<file path="src/rtl/imem_loader.sv">
// Boot loader: packs a big-endian byte stream (word count, then words) into
// 32-bit instruction memory writes and holds the cpu in reset until loaded.
module imem_loader #(
  parameter int              aw      = 32,
  parameter int              ibw     = 32,
  parameter int              DEPTH   = 50,
  parameter logic [aw-1:0]   BASE    = {aw{1'b0}},
  parameter int              TIMEOUT = 1024
) (
  input  logic           clk,
  input  logic           rst,
  input  logic           start,
  input  logic           byte_valid,
  input  logic [7:0]     byte_data,
  output logic           byte_ready,
  output logic           mem_we,
  output logic [aw-1:0]  mem_addr,
  output logic [ibw-1:0] mem_wdata,
  output logic           cpu_rst,
  output logic           done,
  output logic           err
);

  localparam int WCW = $clog2(DEPTH + 1);
  localparam int TW  = (TIMEOUT > 0) ? $clog2(TIMEOUT + 1) : 1;
  localparam logic [aw-1:0]  ADDR_STEP = aw'(4);
  localparam logic [WCW-1:0] WC_ONE    = WCW'(1);
  localparam logic [TW-1:0]  TMO_VAL   = TW'(TIMEOUT);
  localparam logic [TW-1:0]  TMR_ONE   = TW'(1);

  typedef enum logic [2:0] {
    IDLE  = 3'd0,
    HDR   = 3'd1,
    LOAD  = 3'd2,
    FLUSH = 3'd3,
    RUN   = 3'd4,
    ERR   = 3'd5
  } state_t;

  state_t          state_r, nxt_state_s;
  logic [1:0]      bcnt_r, nxt_bcnt_s;
  logic [23:0]     shift_r, nxt_shift_s;
  logic [WCW-1:0]  n_r, nxt_n_s;
  logic [WCW-1:0]  wcnt_r, nxt_wcnt_s;
  logic [TW-1:0]   timer_r, nxt_timer_s;
  logic            nxt_we_s;
  logic [aw-1:0]   nxt_addr_s;
  logic [ibw-1:0]  nxt_wdata_s;
  logic            accept_s;
  logic [31:0]     word_s;
  logic [TW-1:0]   timer_inc_s;

  assign accept_s    = byte_valid & byte_ready;
  assign word_s      = {shift_r, byte_data};
  assign timer_inc_s = timer_r + TMR_ONE;

  // Next-state and next-output decode; outputs are registered from these values.
  always_comb begin
    nxt_state_s = state_r;
    nxt_bcnt_s  = bcnt_r;
    nxt_shift_s = shift_r;
    nxt_n_s     = n_r;
    nxt_wcnt_s  = wcnt_r;
    nxt_timer_s = timer_r;
    nxt_we_s    = 1'b0;
    nxt_wdata_s = mem_wdata;
    // the write address advances only once its write pulse has been issued
    nxt_addr_s  = mem_we ? (mem_addr + ADDR_STEP) : mem_addr;
    case (state_r)
      IDLE, RUN, ERR: begin
        if (start) begin
          nxt_state_s = HDR;
          nxt_bcnt_s  = 2'd0;
          nxt_wcnt_s  = {WCW{1'b0}};
          nxt_timer_s = {TW{1'b0}};
          nxt_addr_s  = BASE;
        end else begin
          nxt_state_s = state_r;
        end
      end
      HDR, LOAD: begin
        if (accept_s) begin
          nxt_timer_s = {TW{1'b0}};
          nxt_bcnt_s  = bcnt_r + 2'd1;
          nxt_shift_s = {shift_r[15:0], byte_data};
          if (bcnt_r == 2'd3) begin
            if (state_r == HDR) begin
              if (word_s == 32'd0) begin
                nxt_state_s = RUN;
              end else if (word_s > 32'(DEPTH)) begin
                nxt_state_s = ERR;
              end else begin
                nxt_state_s = LOAD;
                nxt_n_s     = word_s[WCW-1:0];
              end
            end else begin
              nxt_we_s    = 1'b1;
              nxt_wdata_s = ibw'(word_s);
              nxt_wcnt_s  = wcnt_r + WC_ONE;
              if ((wcnt_r + WC_ONE) == n_r) begin
                nxt_state_s = FLUSH;
              end else begin
                nxt_state_s = LOAD;
              end
            end
          end else begin
            nxt_state_s = state_r;
          end
        end else begin
          if (TIMEOUT != 0) begin
            if (timer_inc_s == TMO_VAL) begin
              nxt_state_s = ERR;
              nxt_timer_s = {TW{1'b0}};
            end else begin
              nxt_timer_s = timer_inc_s;
            end
          end else begin
            nxt_timer_s = timer_r;
          end
        end
      end
      FLUSH: begin
        nxt_state_s = RUN;
      end
      default: begin
        nxt_state_s = IDLE;
      end
    endcase
  end

  // State, datapath and registered output update.
  always_ff @(posedge clk) begin
    if (rst) begin
      state_r    <= IDLE;
      bcnt_r     <= 2'd0;
      shift_r    <= 24'd0;
      n_r        <= {WCW{1'b0}};
      wcnt_r     <= {WCW{1'b0}};
      timer_r    <= {TW{1'b0}};
      byte_ready <= 1'b0;
      mem_we     <= 1'b0;
      mem_addr   <= BASE;
      mem_wdata  <= {ibw{1'b0}};
      cpu_rst    <= 1'b1;
      done       <= 1'b0;
      err        <= 1'b0;
    end else begin
      state_r    <= nxt_state_s;
      bcnt_r     <= nxt_bcnt_s;
      shift_r    <= nxt_shift_s;
      n_r        <= nxt_n_s;
      wcnt_r     <= nxt_wcnt_s;
      timer_r    <= nxt_timer_s;
      byte_ready <= (nxt_state_s == HDR) || (nxt_state_s == LOAD);
      mem_we     <= nxt_we_s;
      mem_addr   <= nxt_addr_s;
      mem_wdata  <= nxt_wdata_s;
      cpu_rst    <= (nxt_state_s != RUN);
      done       <= (nxt_state_s == RUN);
      err        <= (nxt_state_s == ERR);
    end
  end

endmodule

</file>
<file path="config.mk">
export PLATFORM = sky130hd
export DESIGN_NAME = imem_loader
export DESIGN_NICKNAME = d
export VERILOG_FILES = /design/src/rtl/imem_loader.sv
export SDC_FILE = /design/constraint.sdc
export NUM_CORES = 1
export LEC_CHECK = 0
export ABC_AREA = 1
export CORE_ASPECT_RATIO = 0.6
export CORE_MARGIN = 2
export CORE_UTILIZATION = 45
export CTS_CLUSTER_DIAMETER = 200
export DETAILED_ROUTE_END_ITERATION = 16
export PLACE_DENSITY = 0.68
export SYNTH_ARGS = -nofsm -noshare
export SYNTH_HDL_FRONTEND = slang
export SYNTH_SLANG_ARGS = --single-unit
</file>
<file path="constraint.sdc">
create_clock -name clk -period 3.07 [get_ports clk]
set_input_delay 0.4605 -clock clk [delete_from_list [all_inputs] [get_ports clk]]
set_output_delay 0.4605 -clock clk [all_outputs]
set_load 0.02 [all_outputs]
</file>
==> results by group, run 1 <==
Timing
  • Normalized max-slew margin: 61.05%
  • Post-route clock period utilization: 76.63%
  • Min cycle time layout: 2353 ps
  • Hold Fails Final Rpt: 0
  • Post-route clock skew: 9.716 ps
  • Final Max Slew Viols: 0
  • Slew @ Worst Pin: about 580 ps
  • Setup violations, final: 0
  • RSZ-0062 raised after global routing: no
  • Maximum clock frequency: about 0.43 GHz
  • Final WS setup: 717.5 ps
  • Setup TNS: 0 ps

Synthesis
  • Ys Warns: 0
  • Mapped Cells: 757
  • Sequential area share after synthesis: roughly 44%
  • Seq cells post-synth: 119
  • Yosys cell types: 39
  • Top FF cell, synth: dfxtp_1
  • Synthesized area: approximately 5400 um2
  • Synth Area per Inst: 7.125 um2
  • Post-synth EDFFs: 0
  • Share of async-settable or async-resettable flops after synthesis: 0%

Cells and area
  • Share of layout cells above drive strength 1: under 10%
  • Final net count: 850
  • Area growth, synth to finish: 28.46%
  • Diode count: 0
  • Final core occ: 60.33%

Power
  • P per Cell Area: 572.4 nW/um2
  • Pleak: around 0.0028 uW
  • Peak VDD IR: between 0.0004 and 0.0005 V
  • Post-layout power: 3966 uW

Worst setup path
  • Slowest Stage Delay on Critical Path: 500 ps
  • CP cell instances: ha_1 -> nand3_1 -> nor2_2 -> nand3_1 -> nand2_1 -> nand2_1 -> nand2_1 -> nor2_1 -> nand2_1 -> nand2_1 -> a21oi_2 -> nand3_2 -> nor2_2 -> inv_2
  • Most common cell on crit path: nand2_1
  • CP required: ~3400 ps
  • Critical path launch point type: flip-flop
  • Crit end category: flip-flop
  • FF-to-FF setup slack: 720 ps
  • Kind of critical path: flip-flop to flip-flop
  • WP data arrival: ~2700 ps
  • Slowest cell on crit path: dfxtp_1
  • Critical path peak fanout: 8

Clocking
  • Worst skew pair latency: 400 ps
  • H-tree Lvls: 4
  • Post-cts sizing count: 0
  • CTS tree: yes
  • # hold bufs at CTS: 0
  • Setup repair bufs after CTS: 0
  • Clock transition at the registers of the reported paths: 50 ps
  • CTS Buffer Depth: 2
  • CTS buffer count: 17
  • Clock root buffer: clkbuf_16
  • CTS Sinks: 119

Global route
  • Initial antenna violation count: 0
  • Largest net degree at the start of global routing: 66
  • First-pass GRT wire length: 22600 um
  • Vias in the first global route: 4696
  • Gr usage total: 21.87%
  • GRT Residual Overflow: 0

Place
  • GPL Wtd Cong: about 0.9
  • Quantity of I/O buffers inserted on ports: 78
  • Hpwl dp: 9897 um
  • Dpl ws: 600.4 ps

Floorplan
  • Die Wd: 145.3 um
  • Core area: 11490 um2
  • Vert. Die Dim: between 80 and 90 um
  • Num rows: 30
  • Die area: 12910 um2
  • Starting density of the core: 46.96%
  • Num ports: 81

Routing
  • DRT iter0 DRCs: slightly below 400
  • Pre-Repair DR Iteration Count: 5
  • Post-route ant nets: 0
  • Vias: 5190
  • DRC violations left: 0
  • Post-Route WL: 13800 um
  • Via/cell ratio: between 5 and 6
  • Avg WL per Cell: 13.72 um

Job
  • Max_cap viols: 0

Hold path
  • Min-delay worst type: flip-flop to flip-flop

Outcome
  • Status: finished, final reports clean
==> critical path, delay by kind of cell, from the launching register on <==
kind	cells	cell delay, ps
buffers and inverters	1	30
flip-flops	1	500
adder cells (fa/ha/maj)	1	330
AO/OA/AOI/OAI	1	190
AND/OR/NAND/NOR	11	1200
==> stage by stage <==
| stage | hold WS, ps | cell area [um2] | instances |
|---|---|---|---|
| 2_1_floorplan | 448.6 | 5398 | 758 |
| 3_3_place_gp | 449.0 | 6301 | 975 |
| 3_5_place_dp | 451.4 | 6301 | 975 |
| 4_1_cts | 459.4 | 6929 | 1006 |
| 5_1_grt | 468.7 | 6929 | 1006 |
| 6_report | 465.4 | 6929 | 1006 |
==> state kept, by name, summed over array words and instances, names as in the netlist, 2 cells and up <==
signal / cells
timer_r: 11
bcnt_r: 2
n_r: 6
shift_r: 24
state_r: 3
wcnt_r: 6
mem_addr: 30
mem_wdata: 32
==> synth_stat cells (8+ instances only) <==
| cell | number | area [um2] |
|---|---|---|
| nand2_2 | 8 | 50.05 |
| nor2_1 | 130 | 488.0 |
| nand2_1 | 124 | 465.5 |
| dfxtp_1 | 119 | 2382 |
| o21ai_0 | 72 | 360.4 |
| nor3_1 | 13 | 65.06 |
| nor2_2 | 8 | 50.05 |
| clkbuf_1 | 19 | 71.32 |
| a21oi_1 | 67 | 335.3 |
| inv_1 | 83 | 311.6 |
| nand4_1 | 17 | 106.4 |
| nand3_1 | 25 | 125.1 |
==> report_power, final <==
group / internal [uW] / switching, uW
clock: 1450 / 683
sequential: 1570 / 28.3
combinational: 73.5 / 155
total: 3100 / 866
==> cells by family after synthesis <==
family	count (synthesis)	share of synthesized area, %
DFF	119	44.17
AOI/OAI and AO/OA	158	15.59
adders and majority gates	4	0.9279
xor gates and xnor gates	10	1.624
buffers and inverters	115	8.374
other	1	0.06952
and+or+nand+nor	350	29.25
==> cell type report <==
cell class                      instances  area (um2)
Clock buffer                           22       454.2
Clock inverter                          9       173.9
Timing Repair Buffer                   83       818.3
Inverter                               89       334.1
Fill cell                            1033        4557
Sequential cell                       119        2382
Tap cell                              160       200.2
Multi-Input combinational cell        524        2566
==> worst paths after layout <==
path	start	end	cells after the start
worst max register to register	timer_r[0]$_SDFFE_PP0P_	cpu_rst$_SDFF_PP1_	14
worst max-delay path	timer_r[0]$_SDFFE_PP0P_	cpu_rst$_SDFF_PP1_	14
worst min register to register	mem_addr[8]$_SDFF_PP0_	mem_addr[8]$_SDFF_PP0_	2
worst min-delay path	mem_addr[8]$_SDFF_PP0_	mem_addr[8]$_SDFF_PP0_	2
==> placed cells by master, fill, tap and decap left out, drive strengths merged <==
cell,instances
inv,87
xnor2,4
o21bai,1
o21a,5
clkdlybuf4s50,78
or2,1
ha,4
dfxtp,119
nand3b,4
a31oi,1
and3,1
clkbuf,22
nand2,132
nor4,8
conb,2
bufinv,5
nand4,17
o211a,2
a211oi,7
a21oi,68
nand3,27
clkinv,6
nor2,140
xor2,6
buf,5
o21ai,73
nor3b,1
o31ai,1
nor3,19
==> per-layer routing <==
layer | share of wire (%) | track usage, % | vias to the layer above
li1 | - | - | 2626
met1 | 52 | 31.60 | 2360
met2 | 39 | 32.49 | 191
met3 | 8.3 | 5.206 | 13
met4 | 0.87 | 6.774 | 0
met5 | 0 | 0 | -
(Power assumes the default switching activity.)
==> run 2: changes to the inputs <==
- clock period: 3.07 -> 2.35 ns (I/O delays scaled with it)
==> results by group, run 2 (synthesis gave the netlist of run 1 again) <==
Clocking
  • CTS buffer count: 17
  • Worst skew pair latency: 420 ps
  • CTS Sinks: 119
  • CTS tree: yes
  • CTS Buffer Depth: 2
  • Setup repair bufs after CTS: 0
  • Clock root buffer: clkbuf_16
  • Clock transition at the registers of the reported paths: 60 ps
  • H-tree Lvls: 4

Job
  • Max_cap viols: 0

Cells and area
  • Max FFs per register: 32
  • Area growth, synth to finish: 29.62%
  • Top flop regs: mem_wdata x32, mem_addr x30, shift_r x24
  • Non-filler cells, final: roughly 1000
  • Final net count: between 800 and 900
  • Largest reg by FF count: mem_wdata
  • Fill count: 1043
  • Commonest non-fill, non-tap cells in the layout: nor2_1 (129), nand2_1 (124), dfxtp_1 (119)
  • Diode count: 0
  • Share of layout cells above drive strength 1: 9.988%
  • Cell area after layout: 6992 um2
  • Most common cell after layout, fill and taps aside: nor2_1

Place
  • Hpwl dp: ~10000 um
  • Quantity of I/O buffers inserted on ports: 78
  • Area after DPL: 6419 um2
  • GPL Wtd Cong: 0.9056
  • Placed insts: 989

Timing
  • Final Max Slew Viols: 0
  • Min cycle time layout: 2081 ps
  • Post-route clock period utilization: a little under 90%
  • Post-route clock skew: 11.29 ps
  • Setup violations, final: 0
  • Maximum clock frequency: approximately 0.48 GHz
  • RSZ-0062 raised after global routing: no
  • Worst hold margin: 481.9 ps
  • Hold Fails Final Rpt: 0

Routing
  • Avg WL per Cell: 14.14 um
  • DRT iter0 DRCs: 441
  • Post-Route WL: ~14000 um
  • Vias: 5258
  • DRC violations left: 0
  • Post-route ant nets: 0
  • Via/cell ratio: 5.150
  • Pre-Repair DR Iteration Count: 6

Worst setup path
  • Critical path peak fanout: 5
  • Kind of critical path: flip-flop to flip-flop
  • Reg2reg end: cpu_rst$_SDFF_PP1_
  • WP data arrival: between 2000 and 2500 ps
  • Crit end category: flip-flop
  • Worst r2r path cells: 14
  • CP required: 2660 ps
  • FF-to-FF setup slack: 270 ps
  • Critical path launch point type: flip-flop
  • R2R Path Start: timer_r[1]$_SDFFE_PP0P_

Global route
  • First-pass GRT wire length: 23660 um
  • Largest net degree at the start of global routing: 66
  • Vias in the first global route: 4816
  • GRT Residual Overflow: 0
  • Gr usage total: 22.78%
  • Initial antenna violation count: 0

Hold path
  • Min-delay worst type: flip-flop to flip-flop
  • Hold Crit Start: timer_r[10]$_SDFFE_PP0P_
  • Hold path cells: 2
  • Hold Path Sink: timer_r[10]$_SDFFE_PP0P_

Power
  • Pleak: 0.002802 uW
  • P per Cell Area: slightly below 700 nW/um2
  • Post-layout power: 4848 uW
  • Peak VDD IR: 0.0004841 V

Floorplan
  • Num ports: 81
  • Starting density of the core: 46.96%
  • Die Wd: between 100 and 150 um
  • Vert. Die Dim: 88.81 um
  • Die area: 12910 um2
  • Core area: 11490 um2
  • Num rows: 30

Outcome
  • Status: finished, final reports clean
[run 2: changes by cell type in the layout (fill, tap and decap cells not counted), sizes merged]
cell and delta:
clkinv -1, inv +7, buf +14, bufinv -5, clkbuf -4, clkinvlp +4
[run 2: how the worst max path moves through the flow]
stage	start	slack, ps	to	cells after the start
after detailed placement	byte_data[4]	-20	cpu_rst$_SDFF_PP1_	16
after CTS	timer_r[1]$_SDFFE_PP0P_	180	cpu_rst$_SDFF_PP1_	14
final	timer_r[1]$_SDFFE_PP0P_	270	cpu_rst$_SDFF_PP1_	14
after floorplan	mem_addr[3]$_SDFF_PP0_	470	mem_addr[30]$_SDFF_PP0_	11
after global placement	byte_data[4]	80	cpu_rst$_SDFF_PP1_	16
after global routing	timer_r[1]$_SDFFE_PP0P_	30	cpu_rst$_SDFF_PP1_	14
[run 2: cell type report]
class | instances | area [um2] | area share (%)
Sequential cell | 119 | 2382 | 34.07
Inverter | 89 | 334.1 | 4.778
Clock inverter | 14 | 116.4 | 1.664
Timing Repair Buffer | 97 | 935.9 | 13.39
Clock buffer | 18 | 439.2 | 6.281
Tap cell | 160 | 200.2 | 2.863
Multi-Input combinational cell | 524 | 2584 | 36.95
[run 2: layer usage]
metal | track usage [%] | vias to the layer above | routed length, um
met1 | 33.95 | 2404 | 7458
li1 | - | 2652 | -
met5 | 0 | - | 0
met4 | 5.437 | 0 | 66
met3 | 6.753 | 5 | 1170
met2 | 32.14 | 197 | 5738
[run 2: repair_timing]
item | CTS | global route
endpoints found under the setup margin | 0 | 3
hold buffers | 0 | 0
gates resized for setup | 0 | 3
[run 2: critical path, stage by stage (launching register included)]
cell and delay, ps:
dfxtp_1 450, ha_4 210, nand3_1 150, nor2_4 170, nand3_1 100, nand2_1 70
nand2_1 90, nand2_1 70, nor2_1 40, nand2_1 70, nand2_1 100, a21oi_2 180
nand3_2 100, nor2_2 150, inv_2 30
[run 2: metrics by stage]
stage	setup slack [ps]	util [%]	setup TNS [ps]
global route	31.84	60.87	0
global placement	84.19	55.88	0
finish	268.6	60.87	0
detailed placement	-22.20	55.88	-22.20
floorplan	466.4	-	0
CTS	178.8	60.72	0
[run 2: where the power goes]
group          leakage, uW  switching, uW  total (uW)  internal [uW]
clock             0.000263           1040        2440           1400
combinational      0.00158            213         325            111
sequential        0.000961           32.6        2080           2050
total              0.00280           1280        4850           3560
==> run 3: changes to the inputs <==
- ABC_CLOCK_PERIOD_IN_PS: default -> 2350
==> results of run 3 <==
Same layout as run 2: the final DEF is identical, and so are final timing and power.
